`src/rtl/bus_control_pipe_pkg.sv`:
```
// Shared types and helpers for the bus control pipe: FSM state encoding,
// a select-width helper and the "no device" select value.
package bus_ctrl_pkg;

  typedef enum logic {
    IDLE = 1'b0,
    WAIT = 1'b1
  } state_t;

  localparam int SEL_NONE = 0;

  // Width of a select that indexes n slots; never narrower than one bit.
  function automatic int sel_width(input int n);
    if (n <= 2) begin
      return 1;
    end else begin
      return $clog2(n);
    end
  endfunction

endpackage

```
`src/rtl/bus_control_pipe_if.sv`:
```
// Control-word inputs and decoded bus strobes between the pipeline control
// stage (master) and the bus control pipe (slave).
interface bus_control_pipe_if
  import bus_ctrl_pkg::*;
#(
  parameter int NUM_DEVICES   = 16,
  parameter int NUM_ADDR_REGS = 8
);
  localparam int SEL_W  = sel_width(NUM_DEVICES);
  localparam int ASEL_W = sel_width(NUM_ADDR_REGS);

  logic                     Ctrl_Valid;
  logic [SEL_W-1:0]         Bus_Assert;
  logic [SEL_W-1:0]         Bus_Load;
  logic [ASEL_W-1:0]        Addr_Sel;
  logic [ASEL_W-1:0]        Inc_Sel;
  logic [ASEL_W-1:0]        Dec_Sel;
  logic                     Mem_Ready;
  logic                     Fault_Clear;
  logic [NUM_DEVICES-1:0]   Dev_Assert_n;
  logic [NUM_DEVICES-1:0]   Dev_Load_n;
  logic [NUM_ADDR_REGS-1:0] Addr_Assert_n;
  logic [NUM_ADDR_REGS-1:0] Inc_n;
  logic [NUM_ADDR_REGS-1:0] Dec_n;
  logic                     Mem_Req;
  logic                     Mem_Dir;
  logic                     Stall;
  logic                     Fault_Contention;
  logic                     Fault_Timeout;

  modport master (
    output Ctrl_Valid, Bus_Assert, Bus_Load, Addr_Sel, Inc_Sel, Dec_Sel,
           Mem_Ready, Fault_Clear,
    input  Dev_Assert_n, Dev_Load_n, Addr_Assert_n, Inc_n, Dec_n,
           Mem_Req, Mem_Dir, Stall, Fault_Contention, Fault_Timeout
  );

  modport slave (
    input  Ctrl_Valid, Bus_Assert, Bus_Load, Addr_Sel, Inc_Sel, Dec_Sel,
           Mem_Ready, Fault_Clear,
    output Dev_Assert_n, Dev_Load_n, Addr_Assert_n, Inc_n, Dec_n,
           Mem_Req, Mem_Dir, Stall, Fault_Contention, Fault_Timeout
  );

endinterface

```
`src/rtl/bus_control_pipe_decoder.sv`:
```
// One-cold select decoder: with en high, the selected bit is low; bit 0 is the
// "none" slot and always reads high.
module one_cold_decoder
  import bus_ctrl_pkg::*;
#(
  parameter int N = 16,
  parameter int W = sel_width(N)
) (
  input  logic [W-1:0] sel,
  input  logic         en,
  output logic [N-1:0] y
);

  // Drive a single low bit for the selected slot.
  always_comb begin
    y = {N{1'b1}};
    if (en) begin
      y[sel] = 1'b0;
      y[0]   = 1'b1;
    end else begin
      y = {N{1'b1}};
    end
  end

endmodule

```
`src/rtl/bus_control_pipe.sv`:
```
// Registered bus-control decoder with memory-bridge wait states, assert/load
// contention rejection and a wait-state timeout watchdog.
module bus_control_pipe
  import bus_ctrl_pkg::*;
#(
  parameter int NUM_DEVICES   = 16,
  parameter int NUM_ADDR_REGS = 8,
  parameter int MEM_IDX       = 15,
  parameter int MEM_TIMEOUT   = 64
) (
  input  logic            Clock_In,
  input  logic            Reset_In,
  bus_control_pipe_if.slave bus
);

  localparam int SEL_W  = sel_width(NUM_DEVICES);
  localparam int ASEL_W = sel_width(NUM_ADDR_REGS);
  localparam int CNT_W  = sel_width(MEM_TIMEOUT);
  localparam logic [SEL_W-1:0]  MEM_SEL  = SEL_W'(MEM_IDX);
  localparam logic [SEL_W-1:0]  DEV_NONE = SEL_W'(SEL_NONE);
  localparam logic [ASEL_W-1:0] AR_NONE  = ASEL_W'(SEL_NONE);
  localparam logic [CNT_W-1:0]  CNT_LAST = CNT_W'(MEM_TIMEOUT - 1);

  state_t            state, state_nx;
  logic [CNT_W-1:0]  cnt, cnt_nx;
  logic [SEL_W-1:0]  lat_assert, lat_load;
  logic [ASEL_W-1:0] lat_addr, lat_inc, lat_dec;
  logic              latch;
  logic              contention, mem_hit;
  logic              en_assert, en_load, en_addr, en_inc, en_dec;
  logic [SEL_W-1:0]  sel_assert, sel_load;
  logic [ASEL_W-1:0] sel_addr, sel_inc, sel_dec;
  logic              req_nx, dir_nx, stall_nx, set_cont, set_to;
  logic [NUM_DEVICES-1:0]   dec_assert, dec_load;
  logic [NUM_ADDR_REGS-1:0] dec_addr, dec_inc, dec_dec;

  assign contention = ((bus.Bus_Assert == bus.Bus_Load) && (bus.Bus_Assert != DEV_NONE)) ||
                      ((bus.Inc_Sel == bus.Dec_Sel) && (bus.Inc_Sel != AR_NONE));
  assign mem_hit    = (bus.Bus_Assert == MEM_SEL) || (bus.Bus_Load == MEM_SEL);

  // While waiting, decode from the latched word; otherwise from the live inputs.
  always_comb begin
    if (state == WAIT) begin
      sel_assert = lat_assert;
      sel_load   = lat_load;
      sel_addr   = lat_addr;
      sel_inc    = lat_inc;
      sel_dec    = lat_dec;
    end else begin
      sel_assert = bus.Bus_Assert;
      sel_load   = bus.Bus_Load;
      sel_addr   = bus.Addr_Sel;
      sel_inc    = bus.Inc_Sel;
      sel_dec    = bus.Dec_Sel;
    end
  end

  // Next-state and next-output logic.
  always_comb begin
    state_nx  = state;
    cnt_nx    = cnt;
    latch     = 1'b0;
    en_assert = 1'b0;
    en_load   = 1'b0;
    en_addr   = 1'b0;
    en_inc    = 1'b0;
    en_dec    = 1'b0;
    req_nx    = 1'b0;
    dir_nx    = 1'b0;
    stall_nx  = 1'b0;
    set_cont  = 1'b0;
    set_to    = 1'b0;
    case (state)
      IDLE: begin
        if (!bus.Ctrl_Valid) begin
          state_nx = IDLE;
        end else if (contention) begin
          set_cont = 1'b1;
        end else if (mem_hit) begin
          latch     = 1'b1;
          state_nx  = WAIT;
          cnt_nx    = {CNT_W{1'b0}};
          en_assert = 1'b1;
          en_addr   = 1'b1;
          req_nx    = 1'b1;
          stall_nx  = 1'b1;
          dir_nx    = (bus.Bus_Load == MEM_SEL);
        end else begin
          en_assert = 1'b1;
          en_load   = 1'b1;
          en_addr   = 1'b1;
          en_inc    = 1'b1;
          en_dec    = 1'b1;
        end
      end
      WAIT: begin
        // Completion takes precedence over a coincident timeout.
        if (bus.Mem_Ready) begin
          state_nx  = IDLE;
          cnt_nx    = {CNT_W{1'b0}};
          en_assert = 1'b1;
          en_load   = 1'b1;
          en_addr   = 1'b1;
          en_inc    = 1'b1;
          en_dec    = 1'b1;
        end else if (cnt == CNT_LAST) begin
          state_nx = IDLE;
          cnt_nx   = {CNT_W{1'b0}};
          set_to   = 1'b1;
        end else begin
          cnt_nx    = cnt + CNT_W'(1);
          en_assert = 1'b1;
          en_addr   = 1'b1;
          req_nx    = 1'b1;
          stall_nx  = 1'b1;
          dir_nx    = bus.Mem_Dir;
        end
      end
      default: begin
        state_nx = IDLE;
        cnt_nx   = {CNT_W{1'b0}};
      end
    endcase
  end

  one_cold_decoder #(.N(NUM_DEVICES))   u_dec_assert (.sel(sel_assert), .en(en_assert), .y(dec_assert));
  one_cold_decoder #(.N(NUM_DEVICES))   u_dec_load   (.sel(sel_load),   .en(en_load),   .y(dec_load));
  one_cold_decoder #(.N(NUM_ADDR_REGS)) u_dec_addr   (.sel(sel_addr),   .en(en_addr),   .y(dec_addr));
  one_cold_decoder #(.N(NUM_ADDR_REGS)) u_dec_inc    (.sel(sel_inc),    .en(en_inc),    .y(dec_inc));
  one_cold_decoder #(.N(NUM_ADDR_REGS)) u_dec_dec    (.sel(sel_dec),    .en(en_dec),    .y(dec_dec));

  // FSM, wait counter and latched memory word.
  always_ff @(posedge Clock_In or posedge Reset_In) begin
    if (Reset_In) begin
      state      <= IDLE;
      cnt        <= {CNT_W{1'b0}};
      lat_assert <= {SEL_W{1'b0}};
      lat_load   <= {SEL_W{1'b0}};
      lat_addr   <= {ASEL_W{1'b0}};
      lat_inc    <= {ASEL_W{1'b0}};
      lat_dec    <= {ASEL_W{1'b0}};
    end else begin
      state <= state_nx;
      cnt   <= cnt_nx;
      if (latch) begin
        lat_assert <= bus.Bus_Assert;
        lat_load   <= bus.Bus_Load;
        lat_addr   <= bus.Addr_Sel;
        lat_inc    <= bus.Inc_Sel;
        lat_dec    <= bus.Dec_Sel;
      end
    end
  end

  // Output registers; sticky faults give set priority over clear.
  always_ff @(posedge Clock_In or posedge Reset_In) begin
    if (Reset_In) begin
      bus.Dev_Assert_n     <= {NUM_DEVICES{1'b1}};
      bus.Dev_Load_n       <= {NUM_DEVICES{1'b1}};
      bus.Addr_Assert_n    <= {NUM_ADDR_REGS{1'b1}};
      bus.Inc_n            <= {NUM_ADDR_REGS{1'b1}};
      bus.Dec_n            <= {NUM_ADDR_REGS{1'b1}};
      bus.Mem_Req          <= 1'b0;
      bus.Mem_Dir          <= 1'b0;
      bus.Stall            <= 1'b0;
      bus.Fault_Contention <= 1'b0;
      bus.Fault_Timeout    <= 1'b0;
    end else begin
      bus.Dev_Assert_n     <= dec_assert;
      bus.Dev_Load_n       <= dec_load;
      bus.Addr_Assert_n    <= dec_addr;
      bus.Inc_n            <= dec_inc;
      bus.Dec_n            <= dec_dec;
      bus.Mem_Req          <= req_nx;
      bus.Mem_Dir          <= dir_nx;
      bus.Stall            <= stall_nx;
      bus.Fault_Contention <= set_cont | (bus.Fault_Contention & ~bus.Fault_Clear);
      bus.Fault_Timeout    <= set_to   | (bus.Fault_Timeout    & ~bus.Fault_Clear);
    end
  end

endmodule

```
`src/flat_wrapper.sv`:
```
// flat-port wrapper written by rule: the top's interface ports become plain ports
module bus_control_pipe_flat import bus_ctrl_pkg::*;
#(
  parameter int NUM_DEVICES   = 16,
  parameter int NUM_ADDR_REGS = 8,
  parameter int MEM_IDX       = 15,
  parameter int MEM_TIMEOUT   = 64
)
  (Clock_In, Reset_In, bus_Ctrl_Valid, bus_Bus_Assert, bus_Bus_Load, bus_Addr_Sel, bus_Inc_Sel, bus_Dec_Sel, bus_Mem_Ready, bus_Fault_Clear, bus_Dev_Assert_n, bus_Dev_Load_n, bus_Addr_Assert_n, bus_Inc_n, bus_Dec_n, bus_Mem_Req, bus_Mem_Dir, bus_Stall, bus_Fault_Contention, bus_Fault_Timeout);
  bus_control_pipe_if #(.NUM_DEVICES(NUM_DEVICES), .NUM_ADDR_REGS(NUM_ADDR_REGS)) bus_i ();
  input  logic Clock_In;
  input  logic Reset_In;
  input wire logic [$bits(bus_i.Ctrl_Valid)-1:0] bus_Ctrl_Valid;
  input wire logic [$bits(bus_i.Bus_Assert)-1:0] bus_Bus_Assert;
  input wire logic [$bits(bus_i.Bus_Load)-1:0] bus_Bus_Load;
  input wire logic [$bits(bus_i.Addr_Sel)-1:0] bus_Addr_Sel;
  input wire logic [$bits(bus_i.Inc_Sel)-1:0] bus_Inc_Sel;
  input wire logic [$bits(bus_i.Dec_Sel)-1:0] bus_Dec_Sel;
  input wire logic [$bits(bus_i.Mem_Ready)-1:0] bus_Mem_Ready;
  input wire logic [$bits(bus_i.Fault_Clear)-1:0] bus_Fault_Clear;
  output wire logic [$bits(bus_i.Dev_Assert_n)-1:0] bus_Dev_Assert_n;
  output wire logic [$bits(bus_i.Dev_Load_n)-1:0] bus_Dev_Load_n;
  output wire logic [$bits(bus_i.Addr_Assert_n)-1:0] bus_Addr_Assert_n;
  output wire logic [$bits(bus_i.Inc_n)-1:0] bus_Inc_n;
  output wire logic [$bits(bus_i.Dec_n)-1:0] bus_Dec_n;
  output wire logic [$bits(bus_i.Mem_Req)-1:0] bus_Mem_Req;
  output wire logic [$bits(bus_i.Mem_Dir)-1:0] bus_Mem_Dir;
  output wire logic [$bits(bus_i.Stall)-1:0] bus_Stall;
  output wire logic [$bits(bus_i.Fault_Contention)-1:0] bus_Fault_Contention;
  output wire logic [$bits(bus_i.Fault_Timeout)-1:0] bus_Fault_Timeout;
  assign bus_i.Ctrl_Valid = bus_Ctrl_Valid;
  assign bus_i.Bus_Assert = bus_Bus_Assert;
  assign bus_i.Bus_Load = bus_Bus_Load;
  assign bus_i.Addr_Sel = bus_Addr_Sel;
  assign bus_i.Inc_Sel = bus_Inc_Sel;
  assign bus_i.Dec_Sel = bus_Dec_Sel;
  assign bus_i.Mem_Ready = bus_Mem_Ready;
  assign bus_i.Fault_Clear = bus_Fault_Clear;
  assign bus_Dev_Assert_n = bus_i.Dev_Assert_n;
  assign bus_Dev_Load_n = bus_i.Dev_Load_n;
  assign bus_Addr_Assert_n = bus_i.Addr_Assert_n;
  assign bus_Inc_n = bus_i.Inc_n;
  assign bus_Dec_n = bus_i.Dec_n;
  assign bus_Mem_Req = bus_i.Mem_Req;
  assign bus_Mem_Dir = bus_i.Mem_Dir;
  assign bus_Stall = bus_i.Stall;
  assign bus_Fault_Contention = bus_i.Fault_Contention;
  assign bus_Fault_Timeout = bus_i.Fault_Timeout;
  bus_control_pipe #(.NUM_DEVICES(NUM_DEVICES), .NUM_ADDR_REGS(NUM_ADDR_REGS), .MEM_IDX(MEM_IDX), .MEM_TIMEOUT(MEM_TIMEOUT)) u_core (.Clock_In(Clock_In), .Reset_In(Reset_In), .bus(bus_i));
endmodule
```
`config.mk`:
```
export PLATFORM = sky130hd
export DESIGN_NAME = bus_control_pipe_flat
export DESIGN_NICKNAME = d
export VERILOG_FILES = /design/src/rtl/bus_control_pipe_pkg.sv /design/src/rtl/bus_control_pipe_if.sv /design/src/rtl/bus_control_pipe_decoder.sv /design/src/rtl/bus_control_pipe.sv /design/src/flat_wrapper.sv
export SDC_FILE = /design/constraint.sdc
export NUM_CORES = 1
export LEC_CHECK = 0
export CAP_MARGIN = 5
export CORE_AREA = 2 2 85 87
export DETAILED_ROUTE_END_ITERATION = 12
export DIE_AREA = 0 0 87 89
export GPL_TIMING_DRIVEN = 1
export PLACE_DENSITY = 0.94
export SYNTH_ARGS = -nofsm -noshare
export SYNTH_HDL_FRONTEND = slang
export SYNTH_HIERARCHICAL = 1
export SYNTH_SLANG_ARGS = --single-unit
```
`constraint.sdc`:
```
create_clock -name Clock_In -period 7.78 [get_ports Clock_In]
set_clock_uncertainty 0.1 [all_clocks]
set_input_delay 1.556 -clock Clock_In [delete_from_list [all_inputs] [get_ports Clock_In]]
set_output_delay 1.556 -clock Clock_In [all_outputs]
set_load 0.01 [all_outputs]
```
==> metrics.md <==
| Metric | Value |
|---|---|
| Worst VDD drop | `0.0001163 V` |
| Reg-to-Reg End | `u_core/bus.Dev_Assert_n[6]$_DFF_PP1_` |
| Yosys cell types | `46` |
| # fillers | `473` |
| Vias in the first global route | `2482` |
| Root buffer cell | `clkbuf_8` |
| Row cnt | `30` |
| Worst R2R Setup Slack | `5510 ps` |
| Status | `finished clean` |
| Clk sink count | `83` |
| Die height | `89 um` |
| Die width | `87 um` |
| Commonest non-fill, non-tap cell in the layout | `clkdlybuf4s50_1` |
| Worst Path Arrival | `4090 ps` |
| Net count after synthesis | `293` |
| Post-CTS setup buffer count | `0` |
| Largest fanout on the critical path | `14` |
| # hold bufs at CTS | `0` |
| Syn Area/Cell | `13.20 um2` |
| Vias per Instance | `5.452` |
| Crit path time final | `3933 ps` |
| Placed insts | `422` |
| Register area share after synthesis | `0.6023` |
| Fin nets | `376` |
| I/O pin count | `83` |
| Largest area contributor in the netlist | `dfstp_2` |
| Max Fclk | `254.3 MHz` |
| Synth top area cells | `dfstp_2 (41%), dfrtp_1 (19%), mux2_2 (7.9%)` |
| Skew-Pair Late Insertion Delay | `330 ps` |
| CP Data Required Time | `7940 ps` |
| Worst-Margin Slew | `1005 ps` |
| WS Path Type | `input pin to register` |
| RSZ-0062 raised after global routing | `false` |
| Sum Neg Setup Slack | `0 ps` |
| CTS tree | `built` |
| Pins Over Slew Limit | `0` |
| Yosys warns | `6` |
| Starting density of the core | `0.5305` |
| Final GP Congestion | `0.8089` |
| Initial antenna violation count | `0` |
| ANT nets after route | `0` |
| Antenna cells | `0` |
| Routed len/inst | `16.12 um` |
| Share of the synthesized area in the top cell type | `0.4128` |
| Non-Filler Instances | `438` |
| DR vias | `2388` |
| Synthesis-to-finish area growth | `29.66%` |
| Leak | `1.838 nW` |
| Core area | `6719 um2` |
| Most used DFF post-synth | `dfstp_2` |
| Period utilization | `0.5055` |
| Pwr/cell area | `212.7 nW/um2` |
| Post-synthesis cell count | `270` |
| CTS max path bufs | `2` |
| Slew margin rel. | `0.3299` |
| Final Hold Viols | `0` |
| Reg-to-reg startpoint | `u_core/cnt[0]$_DFFE_PP0P_` |
| Post-DP HPWL | `4.948 mm` |
| Most frequent cells in the layout | `clkdlybuf4s50_1 (82), dfstp_2 (56), dfrtp_1 (27)` |
| GR Overflow Total | `0` |
| CTS buffer count | `9` |
| EDFF count, synth | `0` |
| CP Capture Type | `register` |
| Critical path origin | `bus_Bus_Load[2]` |
| Tot GR Track Use | `0.1874` |
| Synth Register Bits | `83` |
| Die footprint | `7743 um2` |
| Hold Crit Class | `register to register` |
| I/O Buffers | `82` |
| Cts repair resizes | `0` |
| Synthesized area | `3565 um2` |
| Largest net degree at the start of global routing | `84` |
| Initial DRC Count | `114` |
| Clock transition at the registers of the reported paths | `80 ps` |
| CP startpoint kind | `input pin` |
| Setup crit end | `u_core/bus.Dev_Assert_n[6]$_DFF_PP1_` |
| Layout cell share with drive strength beyond 1 | `0.3212` |
| First-pass GRT wire length | `11.16 mm` |
| H-tree levels | `3` |
| Final setup viols | `0` |
| TritonRoute pass-1 iters | `4` |
| DRC viols | `0` |
| FFs w/ async S/R, synth | `1.000` |
| Max_cap viols | `0` |
| Cell count of the worst reg-to-reg path | `6` |
| Post-Route WL | `7.060 mm` |
-- worst max-delay path, cell delays in order --
cell and delay [ps]:
clkdlybuf4s50_1 510, nor3_2 220, o21ai_1 130, a41oi_4 350
a21oi_1 110, a21oi_1 720, nor3b_2 370, nand3_1 100
-- through the flow --
step           cell area, um2  setup slack, ps  power (W)  utilization  hold slack, ps
6_report                 4622             3847  0.0009832       0.6879           405.5
5_1_grt                  4622             3678   0.001028       0.6879           426.6
4_1_cts                  4622             3885  0.0009940       0.6879           405.5
3_5_place_dp             4418             3495  0.0006820       0.6575           387.7
3_3_place_gp             4418             3709  0.0006705       0.6575           381.4
2_1_floorplan            3565             4080  0.0006186            -           373.6
-- registers in the layout, indices dropped and copies added (netlist names) --
| signal | count |
|---|---|
| u_core/bus.Fault_Contention | 1 |
| u_core/bus.Fault_Timeout | 1 |
| u_core/bus.Mem_Dir | 1 |
| u_core/lat_load | 4 |
| u_core/cnt | 6 |
| u_core/bus.Dec_n | 8 |
| u_core/lat_inc | 3 |
| u_core/lat_addr | 3 |
| u_core/lat_dec | 3 |
| u_core/bus.Dev_Assert_n | 16 |
| u_core/bus.Addr_Assert_n | 8 |
| u_core/bus.Dev_Load_n | 16 |
| u_core/lat_assert | 4 |
| u_core/bus.Inc_n | 8 |
| u_core/bus.Stall | 1 |
-- cells by family after synthesis --
family                   Yosys count  synth area share
other                              5          0.005266
XOR/XNOR                           6           0.01474
flip-flops                        83            0.6023
multiplexers                      33            0.1127
AND/OR/NAND/NOR                  103            0.1874
buffers and inverters             17           0.02878
adder cells (fa/ha/maj)            1          0.003509
AO/OA/AOI/OAI                     22           0.04528
-- how the worst min path moves through the flow --
stage | start | end | slack (ps) | cells past startpoint
2_1_floorplan | u_core/lat_addr[2]$_DFFE_PP0P_ | u_core/lat_addr[2]$_DFFE_PP0P_ | 370 | 1
3_3_place_gp | u_core/lat_addr[2]$_DFFE_PP0P_ | u_core/lat_addr[2]$_DFFE_PP0P_ | 380 | 1
3_5_place_dp | u_core/lat_assert[0]$_DFFE_PP0P_ | u_core/lat_assert[0]$_DFFE_PP0P_ | 390 | 1
4_1_cts | u_core/lat_inc[2]$_DFFE_PP0P_ | u_core/lat_inc[2]$_DFFE_PP0P_ | 410 | 1
5_1_grt | u_core/lat_assert[0]$_DFFE_PP0P_ | u_core/lat_assert[0]$_DFFE_PP0P_ | 430 | 1
6_report | u_core/lat_assert[0]$_DFFE_PP0P_ | u_core/lat_assert[0]$_DFFE_PP0P_ | 410 | 1
-- metal layers --
layer / track usage / up-vias / share of wire
met5: 0 / - / 0
met4: 0.06960 / 0 / 0.022
met3: 0.06002 / 14 / 0.060
met2: 0.3352 / 65 / 0.51
met1: 0.2099 / 1197 / 0.40
li1: - / 1112 / -
-- cell usage after synthesis, types with 2 or more instances --
master     instances
dfstp_2           56
dfrtp_1           27
mux2_2            25
nand2_1           24
nand3_1           12
nand4b_1          10
nand4bb_1          9
mux2_4             8
nand2b_1           8
o21ai_0            8
nor2_1             7
nor2b_1            7
buf_4              6
conb_1             5
inv_1              5
nand4_1            5
and3_1             4
a21oi_1            3
and3b_1            3
clkbuf_1           3
nor3_1             3
xnor2_1            3
xor2_1             3
buf_6              2
nor3b_2            2
o22ai_1            2
-- area by class of cell --
type / count / area, um2 / share of cell area
clock buffers: 12 / 155.1 / 0.03357
inverters: 5 / 20.02 / 0.004331
flip-flops and latches: 83 / 2147 / 0.4645
multi-input cells: 170 / 1315 / 0.2845
well taps: 80 / 100.1 / 0.02166
repair buffers: 84 / 835.8 / 0.1808
clock inverters: 4 / 48.80 / 0.01056
-- power by group --
group | internal, W | switching (W) | leakage [nW]
clock network | 0.000166 | 0.000143 | 0.106
registers | 0.000483 | 0.0000225 | 0.929
logic | 0.0000893 | 0.0000802 | 0.803
total | 0.000737 | 0.000246 | 1.84
Power figures use the tool's default switching activity.
